--- config.mk ---
export PLATFORM = sky130hd
export DESIGN_NAME = toy_bpu_update_ctrl
export DESIGN_NICKNAME = d
export VERILOG_FILES = /design/src/rtl/toy_bpu_update_ctrl.sv
export SDC_FILE = /design/constraint.sdc
export NUM_CORES = 1
export LEC_CHECK = 0
export ABC_AREA = 0
export ABC_CLOCK_PERIOD_IN_PS = 6540
export CORE_MARGIN = 2
export CORE_UTILIZATION = 52
export CTS_BUF_LIST = sky130_fd_sc_hd__clkbuf_4 sky130_fd_sc_hd__clkbuf_8 sky130_fd_sc_hd__clkbuf_16
export DETAILED_ROUTE_END_ITERATION = 6
export PLACE_DENSITY_LB_ADDON = 0.08
export SYNTH_ARGS = -nofsm -noshare
export SYNTH_HDL_FRONTEND = slang
export SYNTH_SLANG_ARGS = --single-unit
--- constraint.sdc ---
create_clock -name clk -period 6.54 [get_ports clk]
set_clock_uncertainty 0.1 [all_clocks]
set_input_delay 1.635 -clock clk [delete_from_list [all_inputs] [get_ports clk]]
set_output_delay 1.635 -clock clk [all_outputs]
set_load 0.005 [all_outputs]
--- src/rtl/toy_bpu_update_ctrl.sv ---
// Branch predictor update controller.
// The commit stream looks up the predictor table in S0. In S1 the returned
// entry is trained, or a new entry is allocated, and written back. Cancelled
// commits produce a registered redirect in S2.
module toy_bpu_update_ctrl #(
    parameter int PC_WIDTH       = 32,
    parameter int PRED_BLOCK_LEN = 8,
    parameter int TBL_DEPTH      = 256,
    parameter int TAG_W          = 8,
    localparam int IDX_W         = $clog2(TBL_DEPTH),
    localparam int OFF_W         = $clog2(PRED_BLOCK_LEN),
    localparam int ENT_W         = 1 + TAG_W + 2 + OFF_W + PC_WIDTH
) (
    input  logic                clk,
    input  logic                rst_n,
    input  logic                fe_commit_vld,
    input  logic [PC_WIDTH-1:0] fe_commit_pc,
    input  logic                fe_commit_taken,
    input  logic                fe_commit_taken_err,
    input  logic [OFF_W-1:0]    fe_commit_offset,
    input  logic [PC_WIDTH-1:0] fe_commit_tgt_pc,
    input  logic [PC_WIDTH-1:0] fe_commit_pred_pc,
    input  logic                fe_cancel_vld,
    input  logic                fe_cancel_pend,
    output logic                tbl_rd_en,
    output logic [IDX_W-1:0]    tbl_rd_idx,
    input  logic [ENT_W-1:0]    tbl_rd_data,
    output logic                tbl_wr_en,
    output logic [IDX_W-1:0]    tbl_wr_idx,
    output logic [ENT_W-1:0]    tbl_wr_data,
    output logic                redirect_vld,
    output logic [PC_WIDTH-1:0] redirect_pc,
    output logic [15:0]         mispred_cnt
);

    // Byte size of one prediction block (instructions are 4 bytes).
    localparam logic [PC_WIDTH-1:0] BLK_BYTES = PC_WIDTH'(PRED_BLOCK_LEN * 4);
    // Entry field positions within {valid, tag, ctr, offset, tgt}.
    localparam int TGT_LSB = 0;
    localparam int OFF_LSB = PC_WIDTH;
    localparam int CTR_LSB = PC_WIDTH + OFF_W;
    localparam int TAG_LSB = PC_WIDTH + OFF_W + 2;
    localparam int VLD_BIT = ENT_W - 1;

    // S0 address decode
    logic [IDX_W-1:0] s0_idx;
    logic [TAG_W-1:0] s0_tag;
    logic             pc_unused;

    // S1 pipeline registers
    logic                s1_vld_reg;
    logic [IDX_W-1:0]    s1_idx_reg;
    logic [TAG_W-1:0]    s1_tag_reg;
    logic                s1_taken_reg;
    logic                s1_taken_err_reg;
    logic [OFF_W-1:0]    s1_offset_reg;
    logic [PC_WIDTH-1:0] s1_tgt_pc_reg;
    logic [PC_WIDTH-1:0] s1_pred_pc_reg;
    logic                s1_cancel_vld_reg;
    logic                s1_cancel_pend_reg;

    // Write-to-read bypass: the entry written in the previous cycle
    logic                byp_vld_reg;
    logic [IDX_W-1:0]    byp_idx_reg;
    logic [ENT_W-1:0]    byp_data_reg;

    // S1 compute
    logic                s1_live;
    logic [ENT_W-1:0]    eff_data;
    logic [TAG_W-1:0]    eff_tag;
    logic [1:0]          eff_ctr;
    logic                hit;
    logic                wr_en_next;
    logic [1:0]          ctr_next;
    logic [ENT_W-1:0]    wr_data_next;

    // S2 registers
    logic                redirect_vld_reg;
    logic [PC_WIDTH-1:0] redirect_pc_reg;
    logic [15:0]         mispred_cnt_reg;

    assign s0_idx     = fe_commit_pc[2+OFF_W +: IDX_W];
    assign s0_tag     = fe_commit_pc[2+OFF_W+IDX_W +: TAG_W];
    // Byte-offset and upper PC bits do not take part in indexing or tagging.
    assign pc_unused  = ^fe_commit_pc;

    assign tbl_rd_en  = fe_commit_vld;
    assign tbl_rd_idx = s0_idx;

    // Capture the S0 commit fields into S1; payload only loads on a valid commit.
    always_ff @(posedge clk or negedge rst_n) begin
        if (!rst_n) begin
            s1_vld_reg         <= 1'b0;
            s1_idx_reg         <= '0;
            s1_tag_reg         <= '0;
            s1_taken_reg       <= 1'b0;
            s1_taken_err_reg   <= 1'b0;
            s1_offset_reg      <= '0;
            s1_tgt_pc_reg      <= '0;
            s1_pred_pc_reg     <= '0;
            s1_cancel_vld_reg  <= 1'b0;
            s1_cancel_pend_reg <= 1'b0;
        end else begin
            s1_vld_reg <= fe_commit_vld;
            if (fe_commit_vld) begin
                s1_idx_reg         <= s0_idx;
                s1_tag_reg         <= s0_tag;
                s1_taken_reg       <= fe_commit_taken;
                s1_taken_err_reg   <= fe_commit_taken_err;
                s1_offset_reg      <= fe_commit_offset;
                s1_tgt_pc_reg      <= fe_commit_tgt_pc;
                s1_pred_pc_reg     <= fe_commit_pred_pc;
                s1_cancel_vld_reg  <= fe_cancel_vld;
                s1_cancel_pend_reg <= fe_cancel_pend;
            end
        end
    end

    // The RAM returns pre-write data when read and written to the same index
    // in one cycle, so the last written entry overrides it on an index match.
    assign eff_data = (byp_vld_reg && (byp_idx_reg == s1_idx_reg)) ? byp_data_reg : tbl_rd_data;
    assign eff_tag  = eff_data[TAG_LSB +: TAG_W];
    assign eff_ctr  = eff_data[CTR_LSB +: 2];
    assign hit      = eff_data[VLD_BIT] && (eff_tag == s1_tag_reg);
    // A pending-cancel entry only performs its lookup; it has no side effects.
    assign s1_live  = s1_vld_reg && !s1_cancel_pend_reg;

    // Train or allocate the entry: taken strengthens/allocates, not-taken weakens on hit.
    always_comb begin
        wr_en_next   = 1'b0;
        ctr_next     = eff_ctr;
        wr_data_next = eff_data;
        if (s1_live) begin
            if (s1_taken_reg) begin
                wr_en_next = 1'b1;
                if (!hit) begin
                    ctr_next = 2'b10;
                end else if (eff_ctr != 2'b11) begin
                    ctr_next = eff_ctr + 2'b01;
                end
                wr_data_next = {1'b1, s1_tag_reg, ctr_next, s1_offset_reg, s1_tgt_pc_reg};
            end else if (hit) begin
                wr_en_next = 1'b1;
                if (eff_ctr != 2'b00) begin
                    ctr_next = eff_ctr - 2'b01;
                end
                wr_data_next = {eff_data[VLD_BIT -: 1+TAG_W], ctr_next,
                                eff_data[OFF_LSB +: OFF_W], eff_data[TGT_LSB +: PC_WIDTH]};
            end
        end
    end

    assign tbl_wr_en   = wr_en_next;
    assign tbl_wr_idx  = s1_idx_reg;
    assign tbl_wr_data = wr_data_next;

    // Remember this cycle's write so the next S1 entry can see it.
    always_ff @(posedge clk or negedge rst_n) begin
        if (!rst_n) begin
            byp_vld_reg  <= 1'b0;
            byp_idx_reg  <= '0;
            byp_data_reg <= '0;
        end else begin
            byp_vld_reg <= wr_en_next;
            if (wr_en_next) begin
                byp_idx_reg  <= s1_idx_reg;
                byp_data_reg <= wr_data_next;
            end
        end
    end

    // S2: registered redirect pulse and saturating mispredict counter.
    always_ff @(posedge clk or negedge rst_n) begin
        if (!rst_n) begin
            redirect_vld_reg <= 1'b0;
            redirect_pc_reg  <= '0;
            mispred_cnt_reg  <= '0;
        end else begin
            redirect_vld_reg <= s1_live && s1_cancel_vld_reg;
            if (s1_live && s1_cancel_vld_reg) begin
                redirect_pc_reg <= s1_taken_reg ? s1_tgt_pc_reg : (s1_pred_pc_reg + BLK_BYTES);
            end
            if (s1_live && s1_taken_err_reg && (mispred_cnt_reg != 16'hFFFF)) begin
                mispred_cnt_reg <= mispred_cnt_reg + 16'd1;
            end
        end
    end

    assign redirect_vld = redirect_vld_reg;
    assign redirect_pc  = redirect_pc_reg;
    assign mispred_cnt  = mispred_cnt_reg;

endmodule

# Yosys cells after proc, flatten, opt, wreduce, memory -nomap -nowiden
# Cells that the tools add are included.
# word_totals
ff_bits	192
out_inout_bits	113
word_cells	43
# op_classes
add_sub_neg	4
eq_ne	4
n_mux	11
reduce_logical	8
# ops
op	count
two-way mux 46 bit	3
two-way mux 37 bit	1
adder 32 x 6 -> 32 bit, second input constant	1
two-way mux 32 bit	1
adder 16 x 1 -> 16 bit, second input constant	1
== test 8 bit	2
!= test 16 bit, second input constant	1
logical AND 1 bit	6
two-way mux 2 bit	3
two-way mux 1 bit	3
adder 2 x 1 -> 2 bit, second input constant	1
!= test 2 bit, second input constant	1
nonzero test 2 bit	1
subtractor 2 x 1 -> 2 bit, second input constant	1
logical NOT 1 bit	1

# Logic depth before layout (Yosys ltp)
# Gate-level depths: netlist (run 1).
# logic_depth
ltp_word	8
depth_mapped	9
ltp_nobuf	7

# Worst setup path after synthesis (run 1)
# No wires, ideal clock.
# synth_timing
path_kind	input to output
start	input tbl_rd_data[39]
end	output tbl_wr_en
arrival_time_ns	2.838
path_slack_ns	1.967
stages	6
path_buffers	1
cell_sequence	xnor2_1 > nand3_1 > nor4_1 > mux2i_4 > nand2_8 > buf_12
# synth_between
elab_chain_cells	6
# synth_rtl
element	line	text
start: declaration	27	input logic [ENT_W-1:0] tbl_rd_data,
two-way mux 46 bit	121	assign eff_data = (byp_vld_reg && (byp_idx_reg == s1_idx_reg)) ? byp_data_reg : tbl_rd_data;
== test 8 bit	124	assign hit = eff_data[VLD_BIT] && (eff_tag == s1_tag_reg);
logical AND 1 bit	124	
two-way mux 1 bit	142	end else if (hit) begin
two-way mux 1 bit	134	if (s1_taken_reg) begin
two-way mux 1 bit	133	if (s1_live) begin
end: declaration	28	output logic tbl_wr_en,
# No other way between the ends.

# Worst setup path in the final report (run 1)
# layout_timing
start	input tbl_rd_data[39]
end	output tbl_wr_data[36]
# layout_between
elab_chain_cells	6
elab_cells_between_ends	7
# layout_rtl
element	line	text
two-way mux 46 bit *	121	
== test 8 bit *	124	
logical AND 1 bit *	124	
two-way mux 37 bit or two-way mux 2 bit (tied branches)	142, 136	
two-way mux 46 bit *	134	
two-way mux 46 bit *	133	
end: declaration	30	output logic [ENT_W-1:0] tbl_wr_data,
# Mark *: on every way between the ends. The rest lies on a longest branch, timed or not.

==> results of run 1 <==
[area by class of cell]
cell class / count / area, um^2
fill: 1369 / 5360
sequential: 192 / 4810
multi-input combinational: 602 / 4360
timing repair buffer: 256 / 2540
clock buffer: 17 / 425
tap: 229 / 287
clock inverter: 14 / 148
inverter: 7 / 26.3
[metal layers]
metal / GRT usage / routed length (um) / vias to the layer above
met5: 0 / 0 / -
met4: 0.0537 / 230 / 0
met3: 0.0678 / 1610 / 15
met2: 0.396 / 11400 / 197
met1: 0.357 / 11000 / 3495
li1: - / - / 3404
[final timing paths]
| path | from | end | depth (start not counted) |
|---|---|---|---|
| hold / removal | redirect_pc[27]$_DFFE_PN0P_ | redirect_pc[27]$_DFFE_PN0P_ | 2 |
| max in group asynchronous | rst_n | s1_pred_pc_reg[19]$_DFFE_PN0P_ | 2 |
| setup / recovery | tbl_rd_data[39] | tbl_wr_data[36] | 8 |
| setup reg to reg | tbl_wr_idx[6]$_DFFE_PN0P_ | byp_idx_reg[7]$_DFFE_PN0P_ | 8 |
| hold reg to reg | redirect_pc[27]$_DFFE_PN0P_ | redirect_pc[27]$_DFFE_PN0P_ | 2 |
| min in group asynchronous | rst_n | mispred_cnt[0]$_DFFE_PN0P_ | 1 |
[cell usage after synthesis (all sizes together)]
cell type | count | share of area
buf | 24 | 0.023
nand2 | 148 | 0.060
nor3 | 5 | 0.0026
nand2b | 6 | 0.0039
a311o | 1 | 0.0010
or2 | 1 | 0.00066
mux2i | 25 | 0.028
a31oi | 44 | 0.029
a22oi | 1 | 0.00079
nand3 | 23 | 0.012
mux2 | 136 | 0.18
nor4 | 5 | 0.0039
nor2b | 1 | 0.00066
o311ai | 2 | 0.0018
ha | 2 | 0.0026
xnor2 | 44 | 0.040
dfrtp | 192 | 0.50
maj3 | 2 | 0.0021
inv | 7 | 0.0028
nor2 | 58 | 0.023
o21ai | 35 | 0.018
and4 | 7 | 0.0064
a21o | 1 | 0.00079
and2 | 5 | 0.0033
and3 | 6 | 0.0039
nand4 | 17 | 0.011
xor2 | 17 | 0.016
a21oi | 9 | 0.0047
o22ai | 1 | 0.00066
clkbuf | 37 | 0.015
[report_power, final]
group / internal [W] / switching (W) / total, W / leakage, nW
clock: 0.000537 / 0.000492 / 0.00103 / 0.273
sequential: 0.00142 / 0.000182 / 0.00160 / 2.29
combinational: 0.000541 / 0.000304 / 0.000845 / 2.77
total: 0.00250 / 0.000978 / 0.00347 / 5.33
[logic make-up (layout without fill, tap and decap cells)]
logic type,after synthesis,count (layout)
AND/OR/NAND/NOR,282,282
flip-flops,192,192
multiplexers,161,161
AO/OA/AOI/OAI,94,94
buffers and inverters,68,294
XOR/XNOR,61,61
adder cells (fa/ha/maj),4,4
[tightest hold or removal path, cell delays in order (launching register included)]
cell	delay, ns
dfrtp_1	0.34
nand2_1	0.04
o21ai_0	0.06
[through the flow]
| stage | hold WS [ns] | util |
|---|---|---|
| finish | 0.378 | 0.701 |
| global route | 0.421 | 0.701 |
| CTS | 0.385 | 0.701 |
| detailed placement | 0.369 | 0.669 |
| global placement | 0.364 | 0.669 |
| floorplan | 0.362 | - |
[placed cells by master, fill, tap and decap left out, types with 3 or more instances in the layout]
| cell type | Yosys | layout |
|---|---|---|
| and4_1 | 7 | 7 |
| xnor2_1 | 44 | 44 |
| inv_6 | 0 | 4 |
| nand2_1 | 146 | 145 |
| mux2_4 | 47 | 47 |
| xor2_1 | 17 | 17 |
| nand3_1 | 23 | 22 |
| nor3_1 | 5 | 5 |
| clkdlybuf4s50_1 | 0 | 246 |
| a31oi_1 | 44 | 44 |
| clkinvlp_4 | 0 | 3 |
| and2_1 | 5 | 5 |
| clkinv_4 | 0 | 3 |
| clkbuf_16 | 0 | 17 |
| and3_1 | 6 | 5 |
| mux2i_1 | 24 | 24 |
| nand4_1 | 17 | 17 |
| inv_1 | 7 | 7 |
| nor2_1 | 58 | 58 |
| o21ai_0 | 35 | 35 |
| nand2b_1 | 6 | 6 |
| buf_4 | 9 | 9 |
| inv_8 | 0 | 3 |
| a21oi_1 | 9 | 9 |
| nor4_1 | 4 | 4 |
| dfrtp_1 | 192 | 191 |
| mux2_2 | 89 | 89 |
==> summary.md, run 1 <==
| Metric | Value |
|---|---|
| Status | `finished clean` |
| Post-layout total power | `0.00347 W` |
| CTS root buffer | `clkbuf_16` |
| CP endpoint kind | `output port` |
| Post-synthesis simple-gate area fraction | `0.132` |
| Max FFs per register | `46` |
| Post-Synthesis Cells | `862` |
| Pre-CTS setup slack | `0.849 ns` |
| CTS H-Tree Depth | `4` |
| Slew Limit Fails | `0` |
| Layout area overhead | `32.1%` |
| WL/cell | `18.4 um` |
| Min Tclk post-route | `5.84 ns` |
| Sequential area share after synthesis | `0.504` |
| TritonCTS clock tree | `done` |
| Mux share of post-synthesis cell area | `0.207` |
| Vias per Instance | `5.40` |
| Pwr dens | `276 nW/um^2` |
| Area of the die | `19,400 um^2` |
| Slew @ Worst Pin | `1.07 ns` |
| Final setup violation count | `0` |
| Count of hold-fix buffers inserted at cts | `0` |
| Worst Setup Path Type | `in -> out` |
| HPWL after DPL | `16,600 um` |
| Placer congestion estimate | `0.796` |
| Die Span X | `139 um` |
| P_leak | `5.33 nW` |
| Die H | `139 um` |
| Area after DPL | `12,000 um^2` |
| Worst min path class | `reg -> reg` |
| First-pass DRT Iterations | `5` |
| Syn avg cell area | `11.1 um^2` |
| Max incr delay on CP | `0.58 ns` |
| Crit path cell chain | `clkdlybuf4s50_1, xnor2_1, nand3_1, nor4_1, mux2i_4, nor3_1, o22ai_1, clkdlybuf4s50_1` |
| Final Hold Viols | `0` |
| Largest family of logic cells by synthesized area | `multiplexers` |
| VDD IR max | `209 uV` |
| Clock Pin Slew Worst Setup and Hold Paths | `0.07 ns` |
| Synth Register Bits | `192` |
| Starting Density | `0.531` |
| Finished Cell Area | `12,600 um^2` |
| CTS Buf Count | `17` |
| Initial DRC Count | `449` |
| Worst EP required | `4.81 ns` |
| Synth warn | `0` |
| Number of max-cap violations | `0` |
| Clock sink total | `192` |
| Share of layout cells above drive strength 1 | `0.171` |
| Initial antenna violation count | `0` |
| Syn nets | `1,016` |
| Arr. time, crit path | `4.10 ns` |
| Post-synth design cell area | `9540 um^2` |
| Cts repair resizes | `0` |
| FMAX | `171 MHz` |
| Diode count | `0` |
| Final period utilization | `0.892` |
| Drt drc | `0` |
| Number of routed nets with antenna violations | `0` |
| Synth Area in XOR/XNOR | `0.0560` |
| First-pass GRT wire length | `38,900 um` |
| Clock Tree Buf Depth | `2` |
| Clk Latency, worst-skew pair | `0.44 ns` |
| CP Launch Type | `primary input` |
| Via count | `7,111` |
| Largest net degree at the start of global routing | `92` |
| Compound-Gate Fraction of Synth Area | `0.0570` |
| Buf/Inv on CP | `2` |
| Core area | `18,000 um^2` |
| Setup TNS | `0 ns` |
| GRT overflow | `0` |
| Inst Count DP | `1,286` |
| Library cells used by synthesis | `40` |
| Site Rows | `49` |
| Final #Nets | `1,230` |
| I/O pins | `265` |
| Adder-Cell Fraction of Synth Area | `0.00472` |
| CP Max Fanout | `5` |
| CP dominant cell by count | `clkdlybuf4s50_1` |
| Final WL | `24,200 um` |
| FF-to-FF setup slack | `2.75 ns` |
| Postcts setup bufs | `0` |
| PortBufs | `248` |
| RSZ-0062 raised after global routing | `no` |
| Final worst slack | `0.705 ns` |
| Largest delay share family, worst path | `buffers and inverters` |
| Crit-path slowest cell | `nor4_1` |
| Slew headroom | `0.285` |
| GRT Total Usage | `0.253` |
| Finished Layout Cells | `1,317` |
| Number of global-route vias before repair | `7,119` |
(Power assumes the default switching activity.)
==> inputs of run 2 (changes only) <==
Settings changed: RECOVER_POWER from default to 25.
==> run 2 against run 1 <==
  * The flow now finishes with violations (capacitance limit, slew limit)
  * Sequential share of layout area barely moved
  * Fmax barely moved
  * Combinational power barely moved
  * Final cell count did not move
  * Utilization barely moved
  * Hold slack barely moved
  * Wire length fell by 0.28%
  * Non-clock buffer count did not move
  * Sequential power barely moved
  * Register-to-register slack improved by 0.03 ns
  * Critical path depth did not move
  * Critical endpoint unchanged
  * Highest routed layer unchanged
==> summary.md, run 2 (synthesized netlist as in run 1, its figures left out) <==
| Metric | Value |
|---|---|
| Vias per Instance | `5.42 (+0.44%)` |
| Number of global-route vias before repair | `7,119 (unchanged)` |
| Cts repair resizes | `0 (unchanged)` |
| Die Span X | `139 um (unchanged)` |
| Share of layout cells above drive strength 1 | `0.170 (-0.000919)` |
| Clock Pin Slew Worst Setup and Hold Paths | `0.07 ns (about the same)` |
| PortBufs | `248 (unchanged)` |
| RSZ-0062 raised after global routing | `no` |
| CTS root buffer | `clkbuf_16` |
| Placer congestion estimate | `0.796 (unchanged)` |
| Final worst slack | `0.708 ns (+0.00278 ns)` |
| Met1 Track Usage GR | `0.357 (unchanged)` |
| FMAX | `171 MHz (about the same)` |
| CP Launch Type | `primary input` |
| Pre-CTS setup slack | `0.849 ns (unchanged)` |
| Grt met3 use | `0.0678 (unchanged)` |
| Worst min path class | `reg -> reg` |
| Number of routed nets with antenna violations | `0 (unchanged)` |
| Min Tclk post-route | `5.83 ns (-0.00278 ns)` |
| Count of hold-fix buffers inserted at cts | `0 (unchanged)` |
| Most frequent cells in the layout | `246 x clkdlybuf4s50_1, 191 x dfrtp_1, 145 x nand2_1` |
| Final WL | `24,200 um (-0.28%)` |
| Final core utilization | `0.701 (about the same)` |
| Worst hold slack | `0.378 ns (-0.000425 ns)` |
| FF-to-FF End | `byp_idx_reg[7]$_DFFE_PN0P_` |
| HPWL after DPL | `16,600 um (unchanged)` |
| Gr busiest metal | `met2` |
| Pwr dens | `276 nW/um^2 (about the same)` |
| Core area | `18,000 um^2 (unchanged)` |
| Via count | `7,142 (+0.44%)` |
| Drt drc | `0 (unchanged)` |
| Slew Limit Fails | `32 (+32)` |
| FF-to-FF setup slack | `2.78 ns (+0.03 ns)` |
| Initial antenna violation count | `0 (unchanged)` |
| Slew headroom | `-0.289 (-0.574)` |
| Site Rows | `49 (unchanged)` |
| Diode count | `0 (unchanged)` |
| Clock Tree Buf Depth | `2 (unchanged)` |
| Worst EP required | `4.81 ns (about the same)` |
| WL/cell | `18.4 um (-0.28%)` |
| Layout area overhead | `32.0% (about the same)` |
| CTS Buf Count | `17 (unchanged)` |
| Final #Nets | `1,230 (unchanged)` |
| TritonCTS clock tree | `done` |
| CTS H-Tree Depth | `4 (unchanged)` |
| Max FFs per register | `46 (unchanged)` |
| Area of the die | `19,400 um^2 (unchanged)` |
| Status | `complete, but fails checks` |
| Number of max-cap violations | `1 (+1)` |
| Clock sink total | `192 (unchanged)` |
| Final Hold Viols | `0 (unchanged)` |
| Worst-case reg-to-reg path depth | `8 (unchanged)` |
| Final period utilization | `0.892 (about the same)` |
| Initial DRC Count | `470 (+4.7%)` |
| Slew @ Worst Pin | `1.93 ns (+0.864 ns)` |
| I/O pins | `265 (unchanged)` |
| GRT met2 Usage | `0.396 (unchanged)` |
| Final setup violation count | `0 (unchanged)` |
| VDD IR max | `207 uV (-0.93%)` |
| Arr. time, crit path | `4.10 ns (about the same)` |
| Postcts setup bufs | `0 (unchanged)` |
| CP endpoint kind | `output port` |
| Hold Crit Endpoint | `redirect_pc[27]$_DFFE_PN0P_` |
| Reg-to-reg critical path startpoint | `tbl_wr_idx[6]$_DFFE_PN0P_` |
| Worst hold stages | `2 (unchanged)` |
| GRT Total Usage | `0.253 (unchanged)` |
| Area after DPL | `12,000 um^2 (unchanged)` |
| Finished Cell Area | `12,600 um^2 (about the same)` |
| Clk Latency, worst-skew pair | `0.44 ns (about the same)` |
| Worst Setup Path Type | `in -> out` |
| CP Max Fanout | `5 (unchanged)` |
| Largest net degree at the start of global routing | `92 (unchanged)` |
| Die H | `139 um (unchanged)` |
| Most common cell after layout, fill and taps aside | `clkdlybuf4s50_1` |
| Worst hold path startpoint | `redirect_pc[27]$_DFFE_PN0P_` |
| First-pass DRT Iterations | `5 (unchanged)` |
| Failing checks | `capacitance limit, slew limit` |
| Setup TNS | `0 ns (unchanged)` |
| GRT overflow | `0 (unchanged)` |
| Starting Density | `0.531 (unchanged)` |
| P_leak | `5.32 nW (about the same)` |
| First-pass GRT wire length | `38,900 um (unchanged)` |
==> run 2: critical path, cell delays in order <==
cell	delay (ns)
clkdlybuf4s50_1	0.51
xnor2_1	0.13
nand3_1	0.10
nor4_1	0.57
mux2i_4	0.22
nor3_1	0.24
o22ai_1	0.12
clkdlybuf4s50_1	0.56
==> run 2: where the power goes <==
group	internal (W)	switching, W
Sequential	0.00142	0.000182
Combinational	0.000542	0.000303
Clock	0.000537	0.000491
==> run 2: how the worst max path moves through the flow <==
stage,startpoint,to,slack (ns),cells past startpoint
final,tbl_rd_data[39],tbl_wr_data[36],0.71,8
after global routing,tbl_rd_data[39],tbl_wr_data[36],0.59,8
after CTS,tbl_rd_data[39],tbl_wr_data[36],0.73,8
after detailed placement,tbl_rd_data[39],tbl_wr_data[35],0.85,8
after global placement,tbl_rd_data[39],tbl_wr_data[35],0.80,8
after floorplan,tbl_rd_data[39],tbl_wr_en,1.97,6
==> run 2: cell type report <==
| type | instances | area (um^2) |
|---|---|---|
| Inverter | 7 | 26.3 |
| Tap cell | 229 | 287 |
| Clock buffer | 17 | 425 |
| Clock inverter | 14 | 148 |
| Multi-Input combinational cell | 602 | 4360 |
| Timing Repair Buffer | 256 | 2540 |
| Fill cell | 1370 | 5370 |
| Sequential cell | 192 | 4810 |
==> run 2: metrics by stage <==
stage	power (W)	cells
floorplan	0.00203	862
global placement	0.00244	1286
detailed placement	0.00246	1286
CTS	0.00350	1317
global route	0.00365	1317
finish	0.00347	1317
==> run 2: per-layer routing <==
metal  vias to the layer above  share of wire
met3                        21          0.066
met5                         -              0
met4                         0          0.011
met2                       201           0.47
li1                       3400              -
met1                      3520           0.46
==> inputs of run 3 (changes only) <==
Settings changed: ABC_AREA 0 to default, CTS_CLUSTER_DIAMETER from default to 150.
==> results of run 3 <==
Final layout, timing and power as in run 2 (identical DEF).
